**config.mk**
```make
export PLATFORM = sky130hd
export DESIGN_NAME = maze_walker
export DESIGN_NICKNAME = d
export VERILOG_FILES = /design/src/rtl/maze_walker.sv
export SDC_FILE = /design/constraint.sdc
export NUM_CORES = 1
export LEC_CHECK = 0
export ABC_AREA = 1
export BUFFER_PORTS_ARGS = -buffer_cell sky130_fd_sc_hd__clkbuf_2
export CORE_AREA = 4 4 82 84
export DETAILED_ROUTE_END_ITERATION = 10
export DIE_AREA = 0 0 86 88
export PLACE_DENSITY = 0.76
export REMOVE_ABC_BUFFERS = 1
export SETUP_SLACK_MARGIN = 0.4
export SYNTH_ARGS = -nofsm -noshare
export SYNTH_HDL_FRONTEND = slang
export SYNTH_SLANG_ARGS = --single-unit
```
**constraint.sdc**
```tcl
create_clock -name clk -period 5.7 [get_ports clk]
set_input_delay 0.57 -clock clk [delete_from_list [all_inputs] [get_ports clk]]
set_output_delay 0.57 -clock clk [all_outputs]
set_load 0.02 [all_outputs]
```
**src/rtl/maze_walker.sv**
```systemverilog
// maze_walker: wall-follower engine walking a rectangular maze held in an
// external synchronous single-bit memory (1 = wall, 0 = free).
//
// Ports:
//   clk           rising-edge clock
//   rst_n         synchronous active-low reset
//   start         begin a walk (accepted in IDLE, DONE or FAIL)
//   hand_sel      0 = right-hand rule, 1 = left-hand rule (latched with start)
//   starting_row  start cell row (latched with start)
//   starting_col  start cell column (latched with start)
//   maze_in       cell content, valid the cycle after maze_oe
//   row, col      registered cell select
//   maze_oe       registered read strobe (one cycle, PROBE)
//   maze_we       registered visit-mark strobe (MARK)
//   busy          walk in progress
//   done          exit reached (sticky until next start)
//   fail          boxed in or step limit hit (sticky until next start)
//   step_count    successful moves in the current walk, saturating
//
// Optional feature: define MAZE_WALKER_STEP_LIMIT_EN to abort the walk once
// step_count reaches STEP_LIMIT (reaching the boundary on that move still
// counts as DONE).
module maze_walker #(
  parameter int unsigned ROW_W      = 6,
  parameter int unsigned COL_W      = 6,
  parameter int unsigned MAZE_ROWS  = 64,
  parameter int unsigned MAZE_COLS  = 64,
  parameter int unsigned STEP_W     = 16,
  parameter logic [STEP_W-1:0] STEP_LIMIT = 16'hFFFF
) (
  input  logic              clk,
  input  logic              rst_n,
  input  logic              start,
  input  logic              hand_sel,
  input  logic [ROW_W-1:0]  starting_row,
  input  logic [COL_W-1:0]  starting_col,
  input  logic              maze_in,
  output logic [ROW_W-1:0]  row,
  output logic [COL_W-1:0]  col,
  output logic              maze_oe,
  output logic              maze_we,
  output logic              busy,
  output logic              done,
  output logic              fail,
  output logic [STEP_W-1:0] step_count
);

  typedef enum logic [2:0] {
    S_IDLE, S_MARK, S_PROBE, S_WAIT, S_DONE, S_FAIL
  } state_t;

  // Headings, clockwise so that "turn right" is +1 modulo 4.
  localparam logic [1:0] DIR_N = 2'd0;
  localparam logic [1:0] DIR_E = 2'd1;
  localparam logic [1:0] DIR_S = 2'd2;
  localparam logic [1:0] DIR_W = 2'd3;

  localparam logic [ROW_W-1:0] LAST_ROW = ROW_W'(MAZE_ROWS - 1);
  localparam logic [COL_W-1:0] LAST_COL = COL_W'(MAZE_COLS - 1);

  state_t             state_q, state_d;
  logic [ROW_W-1:0]   cur_row_q, cur_row_d;
  logic [COL_W-1:0]   cur_col_q, cur_col_d;
  logic [1:0]         head_q, head_d;
  logic [1:0]         try_q, try_d;
  logic               hand_q, hand_d;
  logic               limit_q, limit_d;
  logic [STEP_W-1:0]  step_d;
  logic [ROW_W-1:0]   row_d;
  logic [COL_W-1:0]   col_d;
  logic               oe_d, we_d;

  // Direction tried at index t relative to heading h.
  function automatic logic [1:0] cand_dir(input logic [1:0] h,
                                          input logic       left,
                                          input logic [1:0] t);
    logic [1:0] off;
    case (t)
      2'd0:    off = left ? 2'd3 : 2'd1;
      2'd1:    off = 2'd0;
      2'd2:    off = left ? 2'd1 : 2'd3;
      default: off = 2'd2;
    endcase
    return h + off;
  endfunction

  logic [1:0]        next_try;    // try index the next probe will use
  logic [1:0]        probe_dir;   // direction of the next probe
  logic [1:0]        move_dir;    // direction of the probe now being answered
  logic [ROW_W-1:0]  probe_row;
  logic [COL_W-1:0]  probe_col;
  logic              on_edge;
  logic [STEP_W-1:0] step_inc;

  assign next_try  = (state_q == S_WAIT) ? try_q + 2'd1 : 2'd0;
  assign probe_dir = cand_dir(head_q, hand_q, next_try);
  assign move_dir  = cand_dir(head_q, hand_q, try_q);
  assign on_edge   = (cur_row_q == '0) || (cur_row_q == LAST_ROW) ||
                     (cur_col_q == '0) || (cur_col_q == LAST_COL);
  assign step_inc  = (&step_count) ? step_count : step_count + STEP_W'(1);

  // Interior cells only are ever expanded, so the +/-1 never wraps.
  always_comb begin
    probe_row = cur_row_q;
    probe_col = cur_col_q;
    case (probe_dir)
      DIR_N:   probe_row = cur_row_q - ROW_W'(1);
      DIR_E:   probe_col = cur_col_q + COL_W'(1);
      DIR_S:   probe_row = cur_row_q + ROW_W'(1);
      default: probe_col = cur_col_q - COL_W'(1);
    endcase
  end

  always_comb begin
    // NOTE: every variable gets a default before the case so that no path
    // leaves one unassigned, which would infer a latch.
    state_d   = state_q;
    cur_row_d = cur_row_q;
    cur_col_d = cur_col_q;
    head_d    = head_q;
    try_d     = try_q;
    hand_d    = hand_q;
    limit_d   = limit_q;
    step_d    = step_count;
    row_d     = row;
    col_d     = col;
    oe_d      = 1'b0;
    we_d      = 1'b0;

    case (state_q)
      S_IDLE, S_DONE, S_FAIL: begin
        if (start) begin
          cur_row_d = starting_row;
          cur_col_d = starting_col;
          hand_d    = hand_sel;
          head_d    = DIR_N;
          step_d    = '0;
          limit_d   = 1'b0;
          row_d     = starting_row;
          col_d     = starting_col;
          we_d      = 1'b1;
          state_d   = S_MARK;
        end
      end
      S_MARK: begin
        if (on_edge) begin
          state_d = S_DONE;
        end else if (limit_q) begin
          state_d = S_FAIL;
        end else begin
          try_d   = 2'd0;
          row_d   = probe_row;
          col_d   = probe_col;
          oe_d    = 1'b1;
          state_d = S_PROBE;
        end
      end
      S_PROBE: state_d = S_WAIT;
      S_WAIT: begin
        if (!maze_in) begin
          // row/col still hold the probed cell, which becomes current.
          cur_row_d = row;
          cur_col_d = col;
          head_d    = move_dir;
          step_d    = step_inc;
          we_d      = 1'b1;
          state_d   = S_MARK;
`ifdef MAZE_WALKER_STEP_LIMIT_EN
          if (step_inc == STEP_LIMIT) limit_d = 1'b1;
`endif
        end else if (try_q != 2'd3) begin
          try_d   = next_try;
          row_d   = probe_row;
          col_d   = probe_col;
          oe_d    = 1'b1;
          state_d = S_PROBE;
        end else begin
          state_d = S_FAIL;
        end
      end
      default: state_d = S_IDLE;
    endcase
  end

  always_ff @(posedge clk) begin
    // NOTE: reset is sampled on the clock edge and all state uses
    // non-blocking assignments so every flop sees pre-edge values.
    if (!rst_n) begin
      state_q    <= S_IDLE;
      cur_row_q  <= '0;
      cur_col_q  <= '0;
      head_q     <= DIR_N;
      try_q      <= 2'd0;
      hand_q     <= 1'b0;
      limit_q    <= 1'b0;
      step_count <= '0;
      row        <= '0;
      col        <= '0;
      maze_oe    <= 1'b0;
      maze_we    <= 1'b0;
      busy       <= 1'b0;
      done       <= 1'b0;
      fail       <= 1'b0;
    end else begin
      state_q    <= state_d;
      cur_row_q  <= cur_row_d;
      cur_col_q  <= cur_col_d;
      head_q     <= head_d;
      try_q      <= try_d;
      hand_q     <= hand_d;
      limit_q    <= limit_d;
      step_count <= step_d;
      row        <= row_d;
      col        <= col_d;
      maze_oe    <= oe_d;
      maze_we    <= we_d;
      busy       <= (state_d == S_MARK) || (state_d == S_PROBE) ||
                    (state_d == S_WAIT);
      done       <= (state_d == S_DONE);
      fail       <= (state_d == S_FAIL);
    end
  end

endmodule

```
==> results of run 1 <==
-- critical path, cell delays in order (launching register included) --
cell and delay (ps):
sky130_fd_sc_hd__dfxtp_1 460, sky130_fd_sc_hd__nand2_1 110, sky130_fd_sc_hd__nor2_2 730, sky130_fd_sc_hd__nand2_2 140, sky130_fd_sc_hd__ha_1 510, sky130_fd_sc_hd__inv_1 380, sky130_fd_sc_hd__nand3_1 280, sky130_fd_sc_hd__ha_1 430
sky130_fd_sc_hd__nand2_1 90, sky130_fd_sc_hd__inv_1 40, sky130_fd_sc_hd__o21ai_0 150, sky130_fd_sc_hd__nand3_1 120, sky130_fd_sc_hd__nand3_1 140, sky130_fd_sc_hd__nand3_1 110, sky130_fd_sc_hd__nand2_1 90, sky130_fd_sc_hd__nand3_1 70
sky130_fd_sc_hd__nand2_1 70, sky130_fd_sc_hd__a21oi_1 60
-- state kept, by name, summed over array words and instances, names as in the netlist, 2 cells and up --
register / flops
col: 6
cur_col_q: 6
cur_row_q: 6
head_q: 2
row: 6
state_q: 3
step_count: 16
try_q: 2
-- cell type report --
cell class	instances	area (µm²)
fill	567	2276
multi-input combinational	347	1888
sequential	53	1061
timing repair buffer	50	252.7
inverter	56	215.2
tap	75	93.84
clock buffer	5	68.82
clock inverter	3	65.06
-- cells in the final DEF (no fill, tap or decap), types with 5 or more instances in the layout --
cell type,n
sky130_fd_sc_hd__inv_2,7
sky130_fd_sc_hd__a211oi_1,6
sky130_fd_sc_hd__inv_1,47
sky130_fd_sc_hd__clkbuf_2,49
sky130_fd_sc_hd__nand3_1,30
sky130_fd_sc_hd__nand4_1,11
sky130_fd_sc_hd__dfxtp_1,53
sky130_fd_sc_hd__a21oi_1,41
sky130_fd_sc_hd__nand2_2,5
sky130_fd_sc_hd__nor2_1,40
sky130_fd_sc_hd__a31oi_1,13
sky130_fd_sc_hd__nor3_1,5
sky130_fd_sc_hd__ha_1,15
sky130_fd_sc_hd__o21ai_0,39
sky130_fd_sc_hd__clkbuf_8,5
sky130_fd_sc_hd__nand2_1,106
-- routing by layer --
metal	global-route usage, %	share of wire (%)	routed length (µm)
met1	27.12	46	3680
met2	39.94	48	3875
met3	3.293	4.8	389
met4	6.475	1.3	106
met5	0	0	0
-- where the power goes --
part	internal [mW]	switching, mW
logic	0.263	0.496
clock network	0.175	0.131
registers	0.463	0.0970
total	0.900	0.724
-- logic make-up (layout without fill, tap and decap cells) --
family,Yosys count,after routing,synth area share [%]
buffers and inverters,70,114,8.572
flip-flops,53,53,32.89
AO/OA/AOI/OAI,107,107,18.04
XOR/XNOR,8,8,2.172
AND/OR/NAND/NOR,215,215,31.26
adder cells (fa/ha/maj),17,17,7.060
-- worst max-delay path by stage --
stage	from	to	slack, ps
2_1_floorplan	state_q[1]	row[3]	2480
3_3_place_gp	state_q[1]	row[5]	1960
3_5_place_dp	state_q[1]	row[3]	1720
4_1_cts	state_q[1]	row[5]	1660
5_1_grt	state_q[1]	row[5]	1220
6_report	state_q[1]	row[5]	1600
==> impl.org, run 1 <==
** STA
- Across the routed clock network, the largest skew measured is ~5.7 ps.
- Final setup violating endpoints :: 0
- For this run, the top clock speed supported by timing is between 0.2 and 0.25 GHz.
- Number of max-slew violations in the final report :: 0
- For the final routed database, the setup TNS stands at 0 ps.
- Hold timing on the final database bottoms out at a slack of between 400 and 500 ps.
- Unrepaired setup endpoints after global routing :: no
- Subtracting the final worst setup slack from the clock period gives about 4000 ps.
- The worst path uses around 72% of the clock period.
- The final hold violation count is 0.
- Worst relative slew slack :: between 30% and 40%
- Worst-margin pin slew :: around 950 ps
- Final setup slack of the worst path :: roughly 1600 ps

** GRT
- The via count of the first global-routing pass came to roughly 3100.
- Initial antenna violation count :: 0
- Pin count of the biggest net entering global routing :: 26
- Global routing consumed, over all layers together, around 22% of the routing resources.
- Summed over all layers, the global routing overflow is 0.
- The first global-routing pass estimated 13830 µm of wire.

** Synthesis
- Dominant cells by area after synthesis :: sky130_fd_sc_hd__dfxtp_1 (33%), sky130_fd_sc_hd__nand2_1 (12%), sky130_fd_sc_hd__a21oi_1 (6.4%), sky130_fd_sc_hd__o21ai_0 (6.1%), sky130_fd_sc_hd__ha_1 (5.8%)
- For this run, the register share of the synthesized area comes to 32.89%.
- During synthesis, Yosys emitted a total of 0 warnings.
- Total standard cell area after synthesis :: 0.003226 mm²
- Counting every instance in the synthesized netlist gives between 400 and 500.
- Synth unique cells :: 35
- By count the netlist is led by sky130_fd_sc_hd__nand2_1 (106), sky130_fd_sc_hd__dfxtp_1 (53), sky130_fd_sc_hd__inv_1 (47), sky130_fd_sc_hd__a21oi_1 (41), sky130_fd_sc_hd__nor2_1 (40).
- Count of state elements after synthesis :: 53
- Post-synth EDFFs :: 0
- The average instance in the mapped netlist occupies a little under 7 µm².
- After synthesis, the largest area contributor takes up about a third of total cell area.
- The largest total area in the synthesized netlist belongs to sky130_fd_sc_hd__dfxtp_1.
- Synth async-reset ratio :: 0%
- Leading cell type by number of instances after synthesis :: sky130_fd_sc_hd__nand2_1
- Top_reg_cell synth :: sky130_fd_sc_hd__dfxtp_1

** Clock network
- For this design, the sink count on the clock tree is between 50 and 60.
- Clock tree root driver cell :: sky130_fd_sc_hd__clkbuf_8
- The number of clock buffers added by TritonCTS is 5.
- TritonCTS built the clock tree.
- Post-CTS Setup Inserts :: 0
- The number of gates resized after CTS was 0.
- CTS Buffer Depth :: 2
- Reg clk slew, reported paths :: ~100 ps
- Count of hold-fix buffers inserted at cts :: 0
- Clock latency on the worst-skew pair, taken at its later pin, is around 310 ps.
- Count of H-tree levels built during CTS :: 2

** Detailed routing
- Via count :: 3277
- The first TritonRoute pass finished after 4 iterations.
- DRC marker count from the first detailed-route iteration :: approximately 180
- Overall routed net length :: about 8000 µm
- Average detailed-routed wire length per instance :: 13.67 µm
- Number of nets with antenna violations after detailed routing :: 0
- Using the TritonRoute via totals, the vias-per-cell ratio works out to about 5.6.
- After detailed routing, the number of remaining DRC violations is 0.

** Flow run
- The tool flagged a number of max-cap violations equal to 0.

** Setup path
- The worst setup path is captured at a register.
- For the worst flop-to-flop path, the logic depth is 17.
- In this run the worst path has a maximum fanout of 20.
- The critical path is of the reg -> reg type.
- The worst register-to-register path ends at row[5].
- Required arrival time at the worst endpoint :: ~5900 ps
- Worst R2R Start :: state_q[1]
- Setup slack of the most critical reg-to-reg path :: 1600 ps
- STA classifies the critical path startpoint as a register.
- Data arrives at the worst endpoint at ~4300 ps.

** Floorplanning
- Die Wd :: 86 µm
- Number of standard-cell rows in the floorplan :: 28
- I/O pins :: 50
- Area enclosed by the die boundary :: 0.007568 mm²
- The core region is slightly below 0.006 mm².
- Starting density of the core :: around 54%
- In this run the vertical extent of the chip is 88 µm.

** Hold path
- The worst hold path was traced through 2 stages.
- The path with the worst hold slack has its endpoint at col[1].
- Origin of the worst min-delay path :: col[1]
- The min-delay analysis places its worst path in the category reg -> reg.

** Power
- Total design power :: between 1.5 and 2 mW
- The analysis attributes to cell leakage a power of around 1.7 nW.
- IR analysis of the VDD net gives a maximum drop of around 0.00025 V.
- PwrDens :: 445.5 mW/mm²

** Place
- Post-placement setup slack :: 1723 ps
- Port-buffer cells :: around 50
- Detailed placement ended at an HPWL of 5805 µm.
- Once placement completed, the tool counted placed cells totaling between 500 and 600.
- Summing all placed instances gives a cell area of approximately 0.0035 mm².
- Placer Congestion :: just under 1

** Status
- Status :: completed

** Final layout
- Cells fill 61.56% of the core in the end.
- Antenna fix cells :: 0
- Growth of design area from synthesis to finish :: 12.99%
- Summing all non-filler instances in the final layout gives an area of ~0.0036 mm².
- Fraction of layout instances using a drive strength above 1 :: about 17%
- The finished layout holds roughly 600 standard cells, fillers aside.
- Final layout net count :: 547
Note: power is estimated with default switching activity, not from simulation.
==> run 2, diff against run 1 <==
==> constraint.sdc (replaced) <==
create_clock -name clk -period 4.1 [get_ports clk]
set_input_delay 0.41 -clock clk [delete_from_list [all_inputs] [get_ports clk]]
set_output_delay 0.41 -clock clk [all_outputs]
set_load 0.02 [all_outputs]
==> run 2 against run 1 <==
Net effect:
- first-iteration DRC count shrank 6.6%
- sequential cell count stayed put
- via count decreased by 2.0%
- clock-buffer cell count grew 2
- clock skew up 1.2 ps
- sequential power up 38%
- register-to-register slack got worse by 760 ps
- routed wire length is 5.4% lower
- design area fell by 0.27%
- total power grew 35%
- die area unchanged
- critical path type unchanged
- critical endpoint unchanged
==> impl.org, run 2 (synthesized netlist as in run 1, its figures left out) <==
** Status
- The run finished with clean final reports.

** STA
- The max-slew violation total from the final report came to 0 (unchanged).
- The minimum period implied by the final worst setup slack was 3262 ps (-839.9 ps).
- Final Skew :: 6.932 ps (+1.231 ps)
- Sum Neg Setup Slack :: 0 ps (unchanged)
- Setup repair after global routing left no endpoint under its margin.
- The final hold violation count was 0 (unchanged).
- The relative slew slack was 53.76% (+17 points).
- The fmax came to 0.3066 GHz (+26%).
- Period utilisation layout :: 79.55% (+7.6 points)
- Worst Hold Slack :: 359.0 ps (-104.9 ps)
- The transition time of the tightest slew-check pin was 691.1 ps (-261.5 ps).
- The final-report setup violation count is 0 (unchanged).

** Detailed routing
- The average detailed-routed wire length per instance is 12.91 µm (-5.6%).
- Number of nets with antenna violations after detailed routing :: 0 (unchanged)
- The DRC violation count after routing was 0 (unchanged).
- The total vias in the final route came to 3211 (-2.0%).
- The routed wire length was 7618 µm (-5.4%).
- DRC marker count from the first detailed-route iteration :: 169 (-6.6%)
- The average vias per placed instance is 5.442 (-2.2%).
- DR pass1 iterations :: 5 (+1)

** Hold path
- Origin of the worst min-delay path :: starting_col[1]
- Worst min-delay path class :: in -> reg

** Setup path
- STA classifies the critical path startpoint as a register.
- Type of the worst setup path :: reg -> reg
- In this run the worst setup path begins at state_q[1].
- On the critical path, the stage with the largest delay is an instance of sky130_fd_sc_hd__ha_1.
- In this design, the critical path's most frequently occurring cell is sky130_fd_sc_hd__nand3_1.
- Required arrival time at the worst endpoint :: 4340 ps (-1550 ps)
- The critical path goes through nand2_1 > nor2_2 > nand2_2 > ha_1 > inv_1 > nand3_1 > ha_1 > nand2_1 > inv_1 > o21ai_0 > nand3_1 > inv_1 > nand3_1 > nand3_1 > nand2_1 > nand3_1 > nand2_1 > a21oi_1.
- The startpoint identified for the worst register-to-register timing path is state_q[1].
- The highest net fanout along the worst path is 15 (-25%).
- The highest cell delay on the worst timing path was 460 ps (-270 ps).
- STA classifies the critical path endpoint as a register.
- The data arrival at the endpoint of the critical path is 3500 ps (-790 ps).

** Floorplanning
- The width of the die is 86 µm (unchanged).
- Starting density of the core :: 54.48% (unchanged)
- Number of standard-cell rows in the floorplan :: 28 (unchanged)
- I/O pins :: 50 (unchanged)
- Area enclosed by the die boundary :: 0.007568 mm² (unchanged)
- The die extent in y was 88 µm (unchanged).
- Core Footprint :: 0.005921 mm² (unchanged)

** GRT
- The via count of the first global-routing pass is 2943 (-6.3%).
- The global-route met3 utilization was 3.951% (+0.66 points).
- Global route overflow :: 0 (unchanged)
- The wire length of the first global-routing pass came to 13030 µm (-5.8%).
- The largest net degree at the start of global routing came to 26 (unchanged).
- The global routing usage on met2 came to 35.74% (-4.2 points).
- Initial antenna violation count :: 0 (unchanged)
- Met1 Resource Use GR :: 26.95% (-0.17 points)
- The total global routing track utilization is 20.96% (-1.1 points).
- Highest-utilization routing layer at the global route stage :: met2

** Final layout
- Total area of multi-input combinational cells :: 0.001888 mm² (unchanged)
- The layout net count was 548 (+0.18%).
- Largest Register :: step_count
- The antenna cell count was 0 (unchanged).
- The post-route standard cell area excluding fillers came to 0.003635 mm² (-0.27%).
- Fraction of layout instances using a drive strength above 1 :: 17.28% (-0.034 points)
- Most common cell after layout, fill and taps aside :: sky130_fd_sc_hd__nand2_1
- Layout Cells excl Fill :: 590 (+0.17%)
- Growth of design area from synthesis to finish :: 12.68%
- The library cells used most frequently in the layout, excluding fill and tap cells, are sky130_fd_sc_hd__nand2_1 (106), sky130_fd_sc_hd__dfxtp_1 (53), sky130_fd_sc_hd__clkbuf_2 (49), sky130_fd_sc_hd__inv_1 (47), sky130_fd_sc_hd__a21oi_1 (41).
- The footprint of the flip-flops and latches is 0.001061 mm² (unchanged).
- Max FFs per register :: 16 (unchanged)
- Fillers :: 589 (+3.9%)

** Clock network
- The number of buffers on the longest clock path is 2 (unchanged).
- The number of buffers inserted to repair setup after CTS was 0 (unchanged).
- Count of H-tree levels built during CTS :: 2 (unchanged)
- The clock transition at the registers of the reported paths is 100 ps (about the same).
- CTS-repair resized insts :: 0 (unchanged)
- Number of buffers added by the clock tree synthesis step :: 5 (unchanged)
- Clk sink count :: 53 (unchanged)
- Count of hold-fix buffers inserted at cts :: 0 (unchanged)
- TritonCTS built the clock tree.
- The clock network latency to the later pin of the worst-skew pair came to 310 ps (about the same).
- The cell sitting at the root of the clock tree is a sky130_fd_sc_hd__clkbuf_8.

** Power
- VDD IR-drop max :: 0.0003700 V (+48%)
- PwrDens :: 601.0 mW/mm² (+35%)
- Leakage power figure :: 1.651 nW (-0.26%)

** Place
- Estimated wirelength of the detail-placed design :: 5565 µm (-4.1%)
- Placer Congestion :: 0.9164 (-5.7%)
- The instance count after placement with tap cells included is 582 (+0.17%).
- Port-buffer cells :: 49 (unchanged)
- Standard cell area after detailed placement :: 0.003518 mm² (+0.21%)

** Flow run
- Number of violations of the max-capacitance limit :: 0 (unchanged)
run 2: cell types whose count changed in the layout (fill, tap and decap cells not counted), sizes merged:
cell    delta
bufinv     -1
clkbuf     +2
buf        +1
clkinv     -1
run 2: worst max-delay path: cells and delay by family (launching register included):
| family | cells | cell delay, ps |
|---|---|---|
| AND/OR/NAND/NOR | 11 | 1120 |
| flip-flops | 1 | 440 |
| adder cells (fa/ha/maj) | 2 | 880 |
| AO/OA/AOI/OAI | 2 | 250 |
| buffers and inverters | 3 | 490 |
run 2: routing by layer:
metal | share of wire (%) | vias up
met5 | 0 | -
met4 | 0.97 | 0
met3 | 5.4 | 9
met2 | 47 | 78
met1 | 47 | 1464
li1 | - | 1660
run 2: path summary, 6_finish.rpt:
check	endpoint	slack, ps	cells after the start
setup / recovery	row[5]	840	18
hold reg to reg	col[0]	460	2
hold / removal	cur_col_q[1]	360	3
setup reg to reg	row[5]	840	18
run 2: power by group:
group          total, mW  internal [mW]  switching, mW
clock network      0.370          0.199          0.171
registers          0.773          0.644          0.129
logic               1.04          0.367          0.675
run 2: cell type report:
class / count / share of cell area [%]
Inverter: 56 / 5.921
Sequential cell: 53 / 29.19
Timing Repair Buffer: 51 / 7.160
Multi-Input combinational cell: 347 / 51.94
Clock buffer: 7 / 2.375
Tap cell: 75 / 2.582
Clock inverter: 1 / 0.8262
run 2: through the flow:
step / power [mW] / worst slack (ps) / util (%)
after floorplan: 1.539 / 879.8 / -
after global placement: 1.803 / 1053 / 59.43
final: 2.185 / 838.4 / 61.39
after global routing: 2.390 / 446.3 / 61.39
after CTS: 2.201 / 893.1 / 61.39
after detailed placement: 1.828 / 918.4 / 59.43
==> run 3, diff against run 2 <==
--- a/config.mk
+++ b/config.mk
@@ -7,9 +7,9 @@
 export LEC_CHECK = 0
 export ABC_AREA = 1
 export BUFFER_PORTS_ARGS = -buffer_cell sky130_fd_sc_hd__clkbuf_2
-export CORE_AREA = 4 4 82 84
+export CORE_AREA = 4 4 84 86
 export DETAILED_ROUTE_END_ITERATION = 10
-export DIE_AREA = 0 0 86 88
+export DIE_AREA = 0 0 88 90
 export PLACE_DENSITY = 0.76
 export REMOVE_ABC_BUFFERS = 1
 export SETUP_SLACK_MARGIN = 0.4
==> constraint.sdc (replaced) <==
create_clock -name clk -period 2.9 [get_ports clk]
set_input_delay 0.29 -clock clk [delete_from_list [all_inputs] [get_ports clk]]
set_output_delay 0.29 -clock clk [all_outputs]
set_load 0.02 [all_outputs]
==> run 3 against run 2 <==
Net effect:
- sequential share of layout area fell by 3.0 points
- register-to-register slack got worse by 670 ps
- hold slack got worse by 140 ps
- sequential power rose by 42%
==> impl.org, run 3 (synthesized netlist as in run 1, its figures left out) <==
** Detailed routing
- The average vias per placed instance came to 5.573 (+2.4%).
- DRC Markers :: 0 (unchanged)
- DRC marker count from the first detailed-route iteration :: 348 (+110%)
- Via count :: 3433 (+6.9%)
- The number of routed nets with antenna violations is 0 (unchanged).
- The average detailed-routed wire length per instance was 14.87 µm (+15%).
- The routed wire length is 9161 µm (+20%).
- DR pass1 iterations :: 5 (unchanged)

** Hold path
- The min-delay analysis places its worst path in the category in -> reg.

** STA
- The fmax was 0.3658 GHz (+19%).
- Number of hold violations in the final report :: 0 (unchanged)
- Number of max-slew violations in the final report :: 0 (unchanged)
- Final setup slack of the worst path :: 166.2 ps (-672.1 ps)
- The final clock skew is 7.276 ps (+0.3440 ps).
- Unrepaired setup endpoints after global routing :: yes
- The relative slew slack was 71.93% (+18 points).
- The minimum period implied by the final worst setup slack is 2734 ps (-527.9 ps).
- Final setup violating endpoints :: 0 (unchanged)
- Worst-margin pin slew :: 420.4 ps (-270.7 ps)
- Period utilisation layout :: 94.27% (+15 points)
- Worst Hold Slack :: 219.6 ps (-139.4 ps)

** Setup path
- Max Fanout on Critical Path :: 5 (-10)
- The data required time at the worst endpoint was 3140 ps (-1200 ps).
- Walking the worst path, the cells encountered are inv_4 > ha_4 > nand4_1 > nand2_1 > nand2_1 > nand2_2 > nand3_4 > ha_1 > nand3_1 > nand3_1 > a21oi_1 > o21ai_0 > a21oi_1 > nor2_1 > a211oi_1.
- The critical path in this run is classified as reg -> reg.
- The highest cell delay on the worst timing path is 380 ps (-80 ps).
- Worst-path cell with the longest stage delay :: sky130_fd_sc_hd__dfxtp_2
- Kind of start point of the critical path :: register
- Arr. time, crit path :: 2970 ps (-530 ps)
- Kind of end point of the critical path :: register

** Clock network
- Clock tree root driver cell :: sky130_fd_sc_hd__clkbuf_8
- CTS Buffer Depth :: 2 (unchanged)
- The CTS buffer count was 5 (unchanged).
- The clock network latency to the later pin of the worst-skew pair is 320 ps (about the same).
- Clk sink count :: 53 (unchanged)
- TritonCTS built the clock tree.
- Reg clk slew, reported paths :: 100 ps (about the same)
- Count of hold-fix buffers inserted at cts :: 0 (unchanged)
- Count of H-tree levels built during CTS :: 2 (unchanged)

** Power
- Comb power frac :: 56.5% (+8.8 points)
- The proportion of total power due to net switching came to 46.87% (+2.2 points).
- VDD IR-drop max :: 0.0006251 V (+69%)
- Leakage power figure :: 1.806 nW (+9.4%)
- Switching power summed over all nets :: 1.649 mW (+69%)
- The power density normalized to cell area came to 862.3 mW/mm² (+43%).
- The relative contribution of the clock network to total power is 12.2% (-4.7 points).
- The overall power of the completed layout came to 3.518 mW (+61%).
- The internal power was 1.869 mW (+55%).
- Sequential cell fraction of total power :: 31.3% (-4.1 points)

** Final layout
- Highest-count cells in the layout ignoring fill and taps :: sky130_fd_sc_hd__nand2_1 (92), sky130_fd_sc_hd__dfxtp_1 (49), sky130_fd_sc_hd__clkbuf_2 (49), sky130_fd_sc_hd__inv_1 (41), sky130_fd_sc_hd__a21oi_1 (40)
- step_count holds more flip-flops than any other register.
- The antenna cell count is 0 (unchanged).
- Fraction of layout instances using a drive strength above 1 :: 30.43% (+13 points)
- Fillers :: 519 (-12%)
- Max FFs per register :: 16 (unchanged)
- Growth of design area from synthesis to finish :: 26.49%
- Most common cell after layout, fill and taps aside :: sky130_fd_sc_hd__nand2_1
- Final layout net count :: 572 (+4.4%)
- Layout Cells excl Fill :: 616 (+4.4%)

** Place
- Count of placed standard cells including taps :: 592 (+1.7%)
- The half-perimeter wire length after placement came to 5850 µm (+5.1%).
- Post-placement setup slack :: -14.54 ps (-932.9 ps)
- Placer Congestion :: 0.8471 (-7.6%)
- The count of port buffers added during placement was 49 (unchanged).

** GRT
- The global-route congestion overflow total was 0 (unchanged).
- Global-route wire length before repair :: 14520 µm (+11%)
- The via count of the first global-routing pass was 3181 (+8.1%).
- Initial antenna violation count :: 0 (unchanged)
- The total global routing track utilization is 22.18% (+1.2 points).
- Pin count of the biggest net entering global routing :: 26 (unchanged)

** Floorplanning
- The width of the die came to 88 µm (+2.3%).
- The die extent in y was 90 µm (+2.3%).
- I/O pins :: 50 (unchanged)
- The number of cell rows was 29 (+3.6%).
- The area of the die is 0.007920 mm² (+4.7%).
- The initial cell density of the core was 51.39% (-3.1 points).
- The core outline area was 0.006277 mm² (+6.0%).

** Flow run
- Number of violations of the max-capacitance limit :: 0 (unchanged)

** Status
- The flow ran to the end, and the final reports show no timing, DRC or antenna violations.
==> run 3: final timing paths <==
check | startpoint | endpoint | slack, ps | depth (start not counted)
setup / recovery | try_q[0] | col[3] | 170 | 15
hold / removal | starting_row[4] | cur_row_q[4] | 220 | 3
hold reg to reg | step_count[8] | step_count[8] | 470 | 2
setup reg to reg | try_q[0] | col[3] | 170 | 15
==> run 3: power by group through the flow <==
| stage | combinational, mW | clock [mW] | sequential (mW) |
|---|---|---|---|
| finish | 1.99 | 0.431 | 1.10 |
| global route | 2.17 | 0.462 | 1.13 |
| CTS | 1.72 | 0.433 | 1.09 |
| detailed placement | 1.54 | 0 | 1.09 |
| global placement | 1.50 | 0 | 1.09 |
| floorplan | 0.988 | 0 | 1.19 |
==> run 3: final cells by class <==
type                            instances  area (µm²)  share of cell area (%)
Clock inverter                          3       17.52                  0.4293
Clock buffer                            5       68.82                   1.687
Multi-Input combinational cell        347        2153                   52.78
Sequential cell                        53        1069                   26.19
Timing Repair Buffer                   75       452.9                   11.10
Inverter                               56       222.7                   5.458
Tap cell                               77       96.34                   2.361
==> run 3: routing by layer <==
metal	track usage, %	part of all wire [%]	vias to the layer above
met4	6.394	2.2	0
met5	0	0	-
met3	3.565	6.8	21
met1	28.30	41	1580
li1	-	-	1692
met2	37.88	50	140
==> run 3: timing repair <==
item	in CTS	in global routing
endpoints found under the setup margin	10	13
gates resized for setup	28	43
buffers inserted	9	7
pin swaps	20	28
==> run 3: per-stage QoR <==
step | cell area, µm² | TNS, ps | util [%]
6_report | 4080 | 0 | 65.00
5_1_grt | 4080 | 0 | 65.00
4_1_cts | 3890 | 0 | 61.97
3_5_place_dp | 3581 | -14.54 | 57.05
3_3_place_gp | 3581 | 0 | 57.05
2_1_floorplan | 3164 | -1608 | -
==> run 3: critical path, delay by kind of cell (launching register included) <==
kind            cells  cell delay [ps]
compound gates      4              590
flops               1              380
buf+inv             1               50
simple gates        8             1040
fa+ha+maj           2              590
